===== src/rtl/hamm_enco_stream.sv =====
// hamm_enco_stream: streaming Hamming encoder with an optional overall-parity (SECDED) bit,
// single-bit fault injection and a 2-entry output FIFO.
//
// Ports
//   clk, rst_n          single clock, asynchronous active-low reset
//   msg[1:K]            data word, msg[1] is the first data bit
//   msg_valid/msg_ready input handshake; a word is accepted when both are high at an edge
//   inj_en, inj_pos     flip codeword position inj_pos (1-based) of the word being accepted
//   encoded_msg[1:N]    codeword at the FIFO head (all zeros when empty)
//   enc_valid/enc_ready output handshake
//   word_cnt            number of accepted words, wraps at 2^CW
module hamm_enco_stream #(
    parameter int K      = 16,
    parameter int P      = 5,
    parameter int SECDED = 0,
    parameter int CW     = 16
) (
    input  logic                                 clk,
    input  logic                                 rst_n,
    input  logic [1:K]                           msg,
    input  logic                                 msg_valid,
    output logic                                 msg_ready,
    input  logic                                 inj_en,
    input  logic [$clog2(K+P+SECDED+1)-1:0]      inj_pos,
    output logic [1:K+P+SECDED]                  encoded_msg,
    output logic                                 enc_valid,
    input  logic                                 enc_ready,
    output logic [CW-1:0]                        word_cnt
);

    localparam int N = K + P + SECDED;
    localparam int M = K + P;

    if (2 ** P < K + P + 1) begin : g_bad_p
        $fatal(1, "hamm_enco_stream: P too small for K (need 2^P >= K+P+1)");
    end

    // Codeword indexed by 1-based position.
    logic [N:1] code;

    always_comb begin
        int  d;
        logic par;
        code = '0;
        d    = 1;
        par  = 1'b0;
        // Data bits fill the non-power-of-two positions in ascending order.
        for (int pos = 1; pos <= M; pos++) begin
            if ((pos & (pos - 1)) != 0 && d <= K) begin
                code[pos] = msg[d];
                d++;
            end
        end
        for (int i = 0; i < P; i++) begin
            par = 1'b0;
            for (int pos = 1; pos <= M; pos++) begin
                if (((pos >> i) & 1) == 1 && (pos & (pos - 1)) != 0) begin
                    par = par ^ code[pos];
                end
            end
            if ((1 << i) <= M) begin
                code[1 << i] = par;
            end
        end
        if (SECDED != 0) begin
            code[N] = ^code[M:1];
        end
        // Injection comes last so the parity bits describe the unflipped word.
        if (inj_en && inj_pos != '0 && int'(inj_pos) <= N) begin
            code[int'(inj_pos)] = ~code[int'(inj_pos)];
        end
    end

    // 2-entry FIFO
    logic [N:1]    mem_q [2];
    logic          rd_ptr_q;
    logic          wr_ptr_q;
    logic [1:0]    cnt_q;
    logic [1:0]    cnt_d;
    logic [CW-1:0] word_cnt_q;
    logic          push;
    logic          pop;

    assign msg_ready = (cnt_q != 2'd2);
    assign enc_valid = (cnt_q != 2'd0);
    assign push      = msg_valid && msg_ready;
    assign pop       = enc_valid && enc_ready;
    assign word_cnt  = word_cnt_q;

    always_comb begin
        cnt_d = cnt_q;
        unique case ({push, pop})
            2'b10:   cnt_d = cnt_q + 2'd1;
            2'b01:   cnt_d = cnt_q - 2'd1;
            default: cnt_d = cnt_q;
        endcase
    end

    always_ff @(posedge clk or negedge rst_n) begin
        if (!rst_n) begin
            mem_q[0]   <= '0;
            mem_q[1]   <= '0;
            rd_ptr_q   <= 1'b0;
            wr_ptr_q   <= 1'b0;
            cnt_q      <= 2'd0;
            word_cnt_q <= '0;
        end else begin
            if (push) begin
                mem_q[wr_ptr_q] <= code;
                wr_ptr_q        <= ~wr_ptr_q;
                word_cnt_q      <= word_cnt_q + CW'(1);
            end
            if (pop) begin
                rd_ptr_q <= ~rd_ptr_q;
            end
            cnt_q <= cnt_d;
        end
    end

    // Map the position-indexed head entry onto the [1:N] output.
    always_comb begin
        encoded_msg = '0;
        if (enc_valid) begin
            for (int i = 1; i <= N; i++) begin
                encoded_msg[i] = mem_q[rd_ptr_q][i];
            end
        end
    end

endmodule


===== config.mk =====
export PLATFORM = sky130hd
export DESIGN_NAME = hamm_enco_stream
export DESIGN_NICKNAME = d
export VERILOG_FILES = /design/src/rtl/hamm_enco_stream.sv
export SDC_FILE = /design/constraint.sdc
export NUM_CORES = 1
export LEC_CHECK = 0
export CAP_MARGIN = 15
export CELL_PAD_IN_SITES_DETAIL_PLACEMENT = 1
export CELL_PAD_IN_SITES_GLOBAL_PLACEMENT = 1
export CORE_ASPECT_RATIO = 0.75
export CORE_MARGIN = 3
export CORE_UTILIZATION = 42
export DETAILED_ROUTE_END_ITERATION = 12
export PLACE_DENSITY_LB_ADDON = 0.1
export SYNTH_ARGS = -nofsm -noshare
export SYNTH_HDL_FRONTEND = slang
export SYNTH_SLANG_ARGS = --single-unit

===== constraint.sdc =====
create_clock -name clk -period 2.6 [get_ports clk]
set_input_delay 0.52 -clock clk [delete_from_list [all_inputs] [get_ports clk]]
set_output_delay 0.52 -clock clk [all_outputs]
set_load 0.02 [all_outputs]

==> results of run 1 <==
per-layer routing:
metal  vias to the layer above  GRT usage [%]  wire length [um]
li1                       1675              -                 -
met1                      1864           33.9              6220
met2                        85           40.1              6520
met3                        18           5.20               610
met4                         0           6.94               168
met5                         -           2.40                 0
flip-flops by register name (all words and copies together) (netlist names):
register  cells
rd_ptr_q      1
cnt_q         2
mem_q        42
word_cnt     16
wr_ptr_q      1
worst max-delay path: cells and delay by family:
kind | cells | cell delay [ns]
compound gates | 2 | 0.52
xor+xnor | 3 | 0.56
buf+inv | 3 | 0.81
simple gates | 2 | 0.37
power by group:
group          switching [W]  internal, W
Sequential          0.000288      0.00136
Combinational        0.00176      0.00149
Clock               0.000440     0.000847
cell usage after synthesis, types with 3 or more instances:
library cell   instances  area (um^2)
nor2_1                33          124
and3_2                 8         60.1
nand3_1                7         35.0
dfrtp_1               62         1550
o31ai_2               17          213
inv_1                  4         15.0
a21oi_1               43          215
xnor2_1               30          263
nand2_1               31          116
mux2i_1               26          260
nand2b_1               3         18.8
clkbuf_1              15         56.3
and3_1                39          244
buf_6                  7         78.8
o31ai_1               26          195
nor3_1                 4         20.0
xor2_1                11         96.3
dlygate4sd3_1          3         30.0
nand4_1                4         25.0
worst min-delay path by stage:
stage	to	slack (ns)
floorplan	cnt_q[0]	0.22
global placement	word_cnt[15]	0.46
CTS	mem_q[34]	0.24
finish	wr_ptr_q	0.24
detailed placement	word_cnt[15]	0.47
global route	mem_q[34]	0.27
placed cells by master (no fill, tap or decap), drive strengths merged, types with 3 or more instances in the layout:
cell type,Yosys,final
a21oi,43,43
and3,47,47
buf,9,62
clkbuf,15,19
clkdlybuf4s50,0,52
dfrtp,62,62
dlygate4sd2,0,4
inv,5,5
mux2i,26,26
nand2,31,31
nand2b,5,5
nand3,7,7
nand4,4,4
nor2,33,33
nor3,4,4
nor4,3,3
o31ai,43,43
xnor2,32,32
xor2,12,12
timing repair:
action | CTS | global route
buffers inserted | 5 | 1
pin swaps | 7 | 7
gates resized for setup | 25 | 33
hold buffers | 0 | 0
setup endpoints to repair | 42 | 42
final cells by class:
| class | instances | area [um^2] | area share, % |
|---|---|---|---|
| clock inverters | 2 | 37.5 | 0.666 |
| well taps | 128 | 160 | 2.84 |
| multi-input cells | 312 | 2450 | 43.4 |
| inverters | 5 | 18.8 | 0.333 |
| clock buffers | 14 | 284 | 5.04 |
| flip-flops and latches | 62 | 1550 | 27.5 |
| repair buffers | 125 | 1140 | 20.2 |
cells by family (layout without fill, tap and decap cells):
| family | Yosys count | count (layout) | synth area share, % |
|---|---|---|---|
| xor+xnor | 45 | 45 | 11.0 |
| buf+inv | 33 | 146 | 5.47 |
| flops | 62 | 62 | 38.7 |
| simple gates | 144 | 144 | 19.7 |
| fa+ha+maj | 2 | 2 | 0.625 |
| compound gates | 94 | 94 | 17.6 |
| mux | 27 | 27 | 6.87 |
through the flow:
| step | worst slack, ns | cells | setup TNS, ns | power (W) |
|---|---|---|---|---|
| global placement | -0.453 | 626 | -17.96 | 0.00451 |
| detailed placement | -0.584 | 626 | -20.97 | 0.00463 |
| global route | -0.0418 | 648 | -0.573 | 0.00652 |
| floorplan | 0.247 | 407 | 0 | 0.00343 |
| finish | 0.0489 | 648 | 0 | 0.00618 |
| CTS | 0.00212 | 647 | 0 | 0.00601 |
==> impl_metrics.csv, run 1 <==
group,metric,value,unit
logic_synthesis,yosys_warnings,0,
global_route,antenna_found_initial,0,
final_layout,syn_to_final_growth,40.7,%
run_status,status,"complete, no violations",
critical_path,path_cells,"clkdlybuf4s50_1 > xnor2_2 > xnor2_1 > xor2_1 > o21a_2 > nor4b_4 > nor4_4 > buf_6 > buf_12 > o31ai_2",
power_and_ir_drop,powerDensity,1100,nW/um^2
global_route,grt_overflow,0,
critical_path,cp-end-kind,"flip-flop",
clock_tree,cts_inserted_buffers,9,
route,via_per_inst,5.62,
logic_synthesis,netlist_area,4010,um^2
sta,maxSlewHeadroom,54.2,%
clock_tree,ctsLongestPathBuffers,2,
floorplan,io-pin-count,65,
placement,gp_congestion,0.891,
final_layout,n_antenna_cell,0,
critical_path,start_kind,"input pin",
critical_path,ff2ff_setup_slack,0.37,ns
critical_path,crit-reg2reg-launch,"cnt_q[0]",
route,drc,0,
critical_path,max_stage_delay,0.51,ns
route,drtIter0Drc,175,
clock_tree,cts_root_buffer,"clkbuf_16",
floorplan,die_h,90.6,um
critical_path,critPathRequiredTime,2.83,ns
critical_path,critPathMaxFanout,14,
min_path,worstHoldPathType,"in -> async",
floorplan,die_w,119,um
placement,place_hpwl,8.91,mm
route,firstDrtPassIters,4,
sta,hold_viol_final,0,
sta,maxSlewViolCount,0,
logic_synthesis,synth_seq_area_share,38.7,%
sta,fmax,392,MHz
logic_synthesis,ys_async_sr_fraction,100,%
sta,fin_crit,2.55,ns
sta,setup_viol,0,
route,ant_nets,0,
placement,port_buffers,64,
clock_tree,clk_latency,0.33,ns
sta,worstMarginPinSlew,0.687,ns
logic_synthesis,ys_ff_latch,62,
global_route,first_global_vias,4008,
critical_path,r2r_cells,7,
critical_path,crit_start,"msg[8]",
logic_synthesis,syn_nets,435,
logic_synthesis,synth_edf_count,0,
route,num_vias,3642,
final_layout,drive_gt1_share,28.5,%
clock_tree,clk_pin_slew,0.06,ns
critical_path,arrival,2.78,ns
run,cap_viol_max_count,0,
global_route,grt_max_degree,45,
logic_synthesis,syn_inst,407,
sta,skew,0.00836,ns
global_route,grt_pass1_wl,21.3,mm
power_and_ir_drop,ir_drop,0.498,mV
sta,period_share,98.1,%
global_route,grt_usage,24.9,%
final_layout,post-route-util,61.5,%
clock_tree,h-tree-depth,3,
logic_synthesis,syn_avg_cell_area,9.84,um^2
sta,timing.hold.ws,0.235,ns
clock_tree,clock-sinks,62,
floorplan,coreArea,9160,um^2
route,wire_per_inst,20.9,um
clock_tree,cts_tree,"done",
floorplan,die_area,10800,um^2
floorplan,rows,30,
critical_path,r2r-end,"mem_q[15]",
critical_path,crit_slowest_cell,"clkdlybuf4s50_1",
placement,place_area,5080,um^2
power_and_ir_drop,total_leakage_power,2.53,nW
logic_synthesis,ys_types,49,
final_layout,nets,543,
floorplan,start_util,43.7,%
logic_synthesis,yosys_most_used_dff,"dfrtp_1",
route,routed_wl,13.5,mm
critical_path,worstSetupPathType,"in -> reg",
final_layout,postLayoutCellArea,5640,um^2
critical_path,cp-endpoint,"mem_q[21]",
final_layout,final.fill_count,1035,
Note: power is estimated with default switching activity, not from simulation.
==> run 2, diff against run 1 <==
Settings changed: SLEW_MARGIN from default to 20.
Clock period 2.6 ns to 2.5 ns, I/O delays scaled along.
==> run 2 against run 1 <==
Net effect: the run now ends with negative setup slack left; clock skew down 0.0025 ns; first-iteration DRC count up 52%; wire length up 9.9%; worst setup slack worse by 0.14 ns; sequential share of layout area down 0.81 points; clock power down 6%; via count up 3.7%; global-route usage up 1.3 points; critical endpoint is now mem_q[15]; largest power group unchanged; highest routed layer unchanged.
==> impl_metrics.csv, run 2 (synthesis results as in run 1) <==
group,metric,value,unit
critical_path,critPathMaxFanout,16,
run,cap_viol_max_count,0,
final_layout,largest-register,"mem_q",
sta,rsz0062_at_grt,"true",
final_layout,syn_to_final_growth,45.0,%
clock_tree,ctsLongestPathBuffers,2,
sta,setup_slack,-0.0885,ns
final_layout,largest_reg_flops,42,
sta,hold_viol_final,0,
final_layout,nets,556,
clock_tree,cts_inserted_buffers,9,
sta,skew,0.00583,ns
route,drc,0,
sta,fin_crit,2.59,ns
clock_tree,clock-sinks,62,
critical_path,arrival,2.82,ns
sta,maxSlewHeadroom,55.2,%
placement,place_hpwl,8.97,mm
global_route,grt_pass1_wl,22.3,mm
route,wire_per_inst,22.6,um
floorplan,coreArea,9160,um^2
sta,setup_viol,40,
critical_path,worstSetupPathType,"in -> reg",
critical_path,crit-reg2reg-launch,"cnt_q[0]",
final_layout,fin_cells,658,
critical_path,cp-end-kind,"flip-flop",
sta,timing.hold.ws,0.179,ns
power_and_ir_drop,total_leakage_power,2.64,nW
placement,port_buffers,64,
sta,period_share,104,%
sta,maxSlewViolCount,0,
floorplan,start_util,43.7,%
sta,worstMarginPinSlew,0.672,ns
route,routed_wl,14.9,mm
run_status,status,"finished with violations",
critical_path,start_kind,"input pin",
clock_tree,clk_latency,0.33,ns
clock_tree,h-tree-depth,3,
min_path,worstHoldPathType,"in -> async",
floorplan,io-pin-count,65,
floorplan,die_h,90.6,um
route,drtIter0Drc,266,
route,num_vias,3777,
sta,fmax,386,MHz
route,ant_nets,0,
route,firstDrtPassIters,4,
final_layout,drive_gt1_share,32.1,%
final_layout,final_common_cell,"buf_4",
final_layout,final_cell_mix,"buf_4, dfrtp_1, clkdlybuf4s50_1, a21oi_1, and3_1",
clock_tree,hold_buffers,0,
clock_tree,cts_tree,"done",
critical_path,crit_start,"msg[12]",
global_route,grt_overflow,0,
global_route,grt_max_degree,45,
floorplan,die_area,10800,um^2
global_route,antenna_found_initial,0,
global_route,first_global_vias,4087,
final_layout,n_antenna_cell,0,
floorplan,die_w,119,um
route,via_per_inst,5.74,
clock_tree,clk_pin_slew,0.06,ns
placement,gp_congestion,0.928,
clock_tree,cts_root_buffer,"clkbuf_16",
run_status,violations,"negative setup slack",
power_and_ir_drop,powerDensity,1120,nW/um^2
global_route,grt_usage,26.3,%
final_layout,postLayoutCellArea,5810,um^2
floorplan,rows,30,
critical_path,critPathRequiredTime,2.73,ns
placement,dpl.cell_count,636,
placement,place_area,5150,um^2
power_and_ir_drop,ir_drop,0.662,mV
## run 2: cell count changes in the layout (fill, tap and decap cells not counted), moves of 3 or more
cell / previous run / this run
buf_4: 54 / 67
clkbuf_8: 4 / 1
clkdlybuf4s50_1: 52 / 47
o31ai_1: 9 / 5
o31ai_4: 9 / 13
xnor2_1: 27 / 23
xnor2_2: 5 / 9
## run 2: path summary, 6_finish.rpt
kind,slack (ns),cells after the start,end
max in group asynchronous,1.59,2,mem_q[27]
min reg2reg,0.48,1,word_cnt[15]
max,-0.09,9,mem_q[15]
max reg2reg,0.37,7,mem_q[15]
min in group clk,0.48,1,word_cnt[15]
min,0.18,1,cnt_q[1]
## run 2: what timing repair did
item | 4_1_cts | 5_1_grt
setup endpoints to repair | 42 | 42
pin swaps | 10 | 12
resized for setup | 46 | 36
setup buffers | 7 | 2
## run 2: per-stage QoR
step	utilization, %	setup TNS [ns]	worst slack [ns]	total power (W)
floorplan	-	0	0.167	0.00357
detailed placement	56.3	-24.77	-0.656	0.00485
global placement	56.3	-20.91	-0.513	0.00472
CTS	61.7	-1.26	-0.0611	0.00626
finish	63.4	-1.51	-0.0885	0.00649
global route	63.4	-5.20	-0.165	0.00684
## run 2: metal layers
| metal | vias up | global-route usage, % | share of wire (%) |
|---|---|---|---|
| met5 | - | 0 | 0 |
| met4 | 0 | 7.71 | 2.4 |
| met3 | 35 | 5.51 | 5.2 |
| met2 | 112 | 42.1 | 49 |
| met1 | 1927 | 35.9 | 43 |
| li1 | 1703 | - | - |
## run 2: critical path: stages
cell and delay, ns:
clkdlybuf4s15_1 0.26, xor2_4 0.28, xnor3_1 0.47, mux2_4 0.30, a221oi_4 0.34, nor4_4 0.06, buf_6 0.16, buf_12 0.16
o31ai_2 0.27
## run 2: area by class of cell
type / count / area (um^2)
sequential: 62 / 1550
inverter: 5 / 18.8
multi-input combinational: 312 / 2570
timing repair buffer: 138 / 1230
clock buffer: 11 / 243
clock inverter: 2 / 35.0
fill: 1022 / 3350
tap: 128 / 160
## run 2: where the power goes
group | leakage (nW) | internal, W | switching [W] | total [W]
sequential | 0.785 | 0.00141 | 0.000300 | 0.00171
clock | 0.137 | 0.000780 | 0.000430 | 0.00121
combinational | 1.71 | 0.00162 | 0.00194 | 0.00357
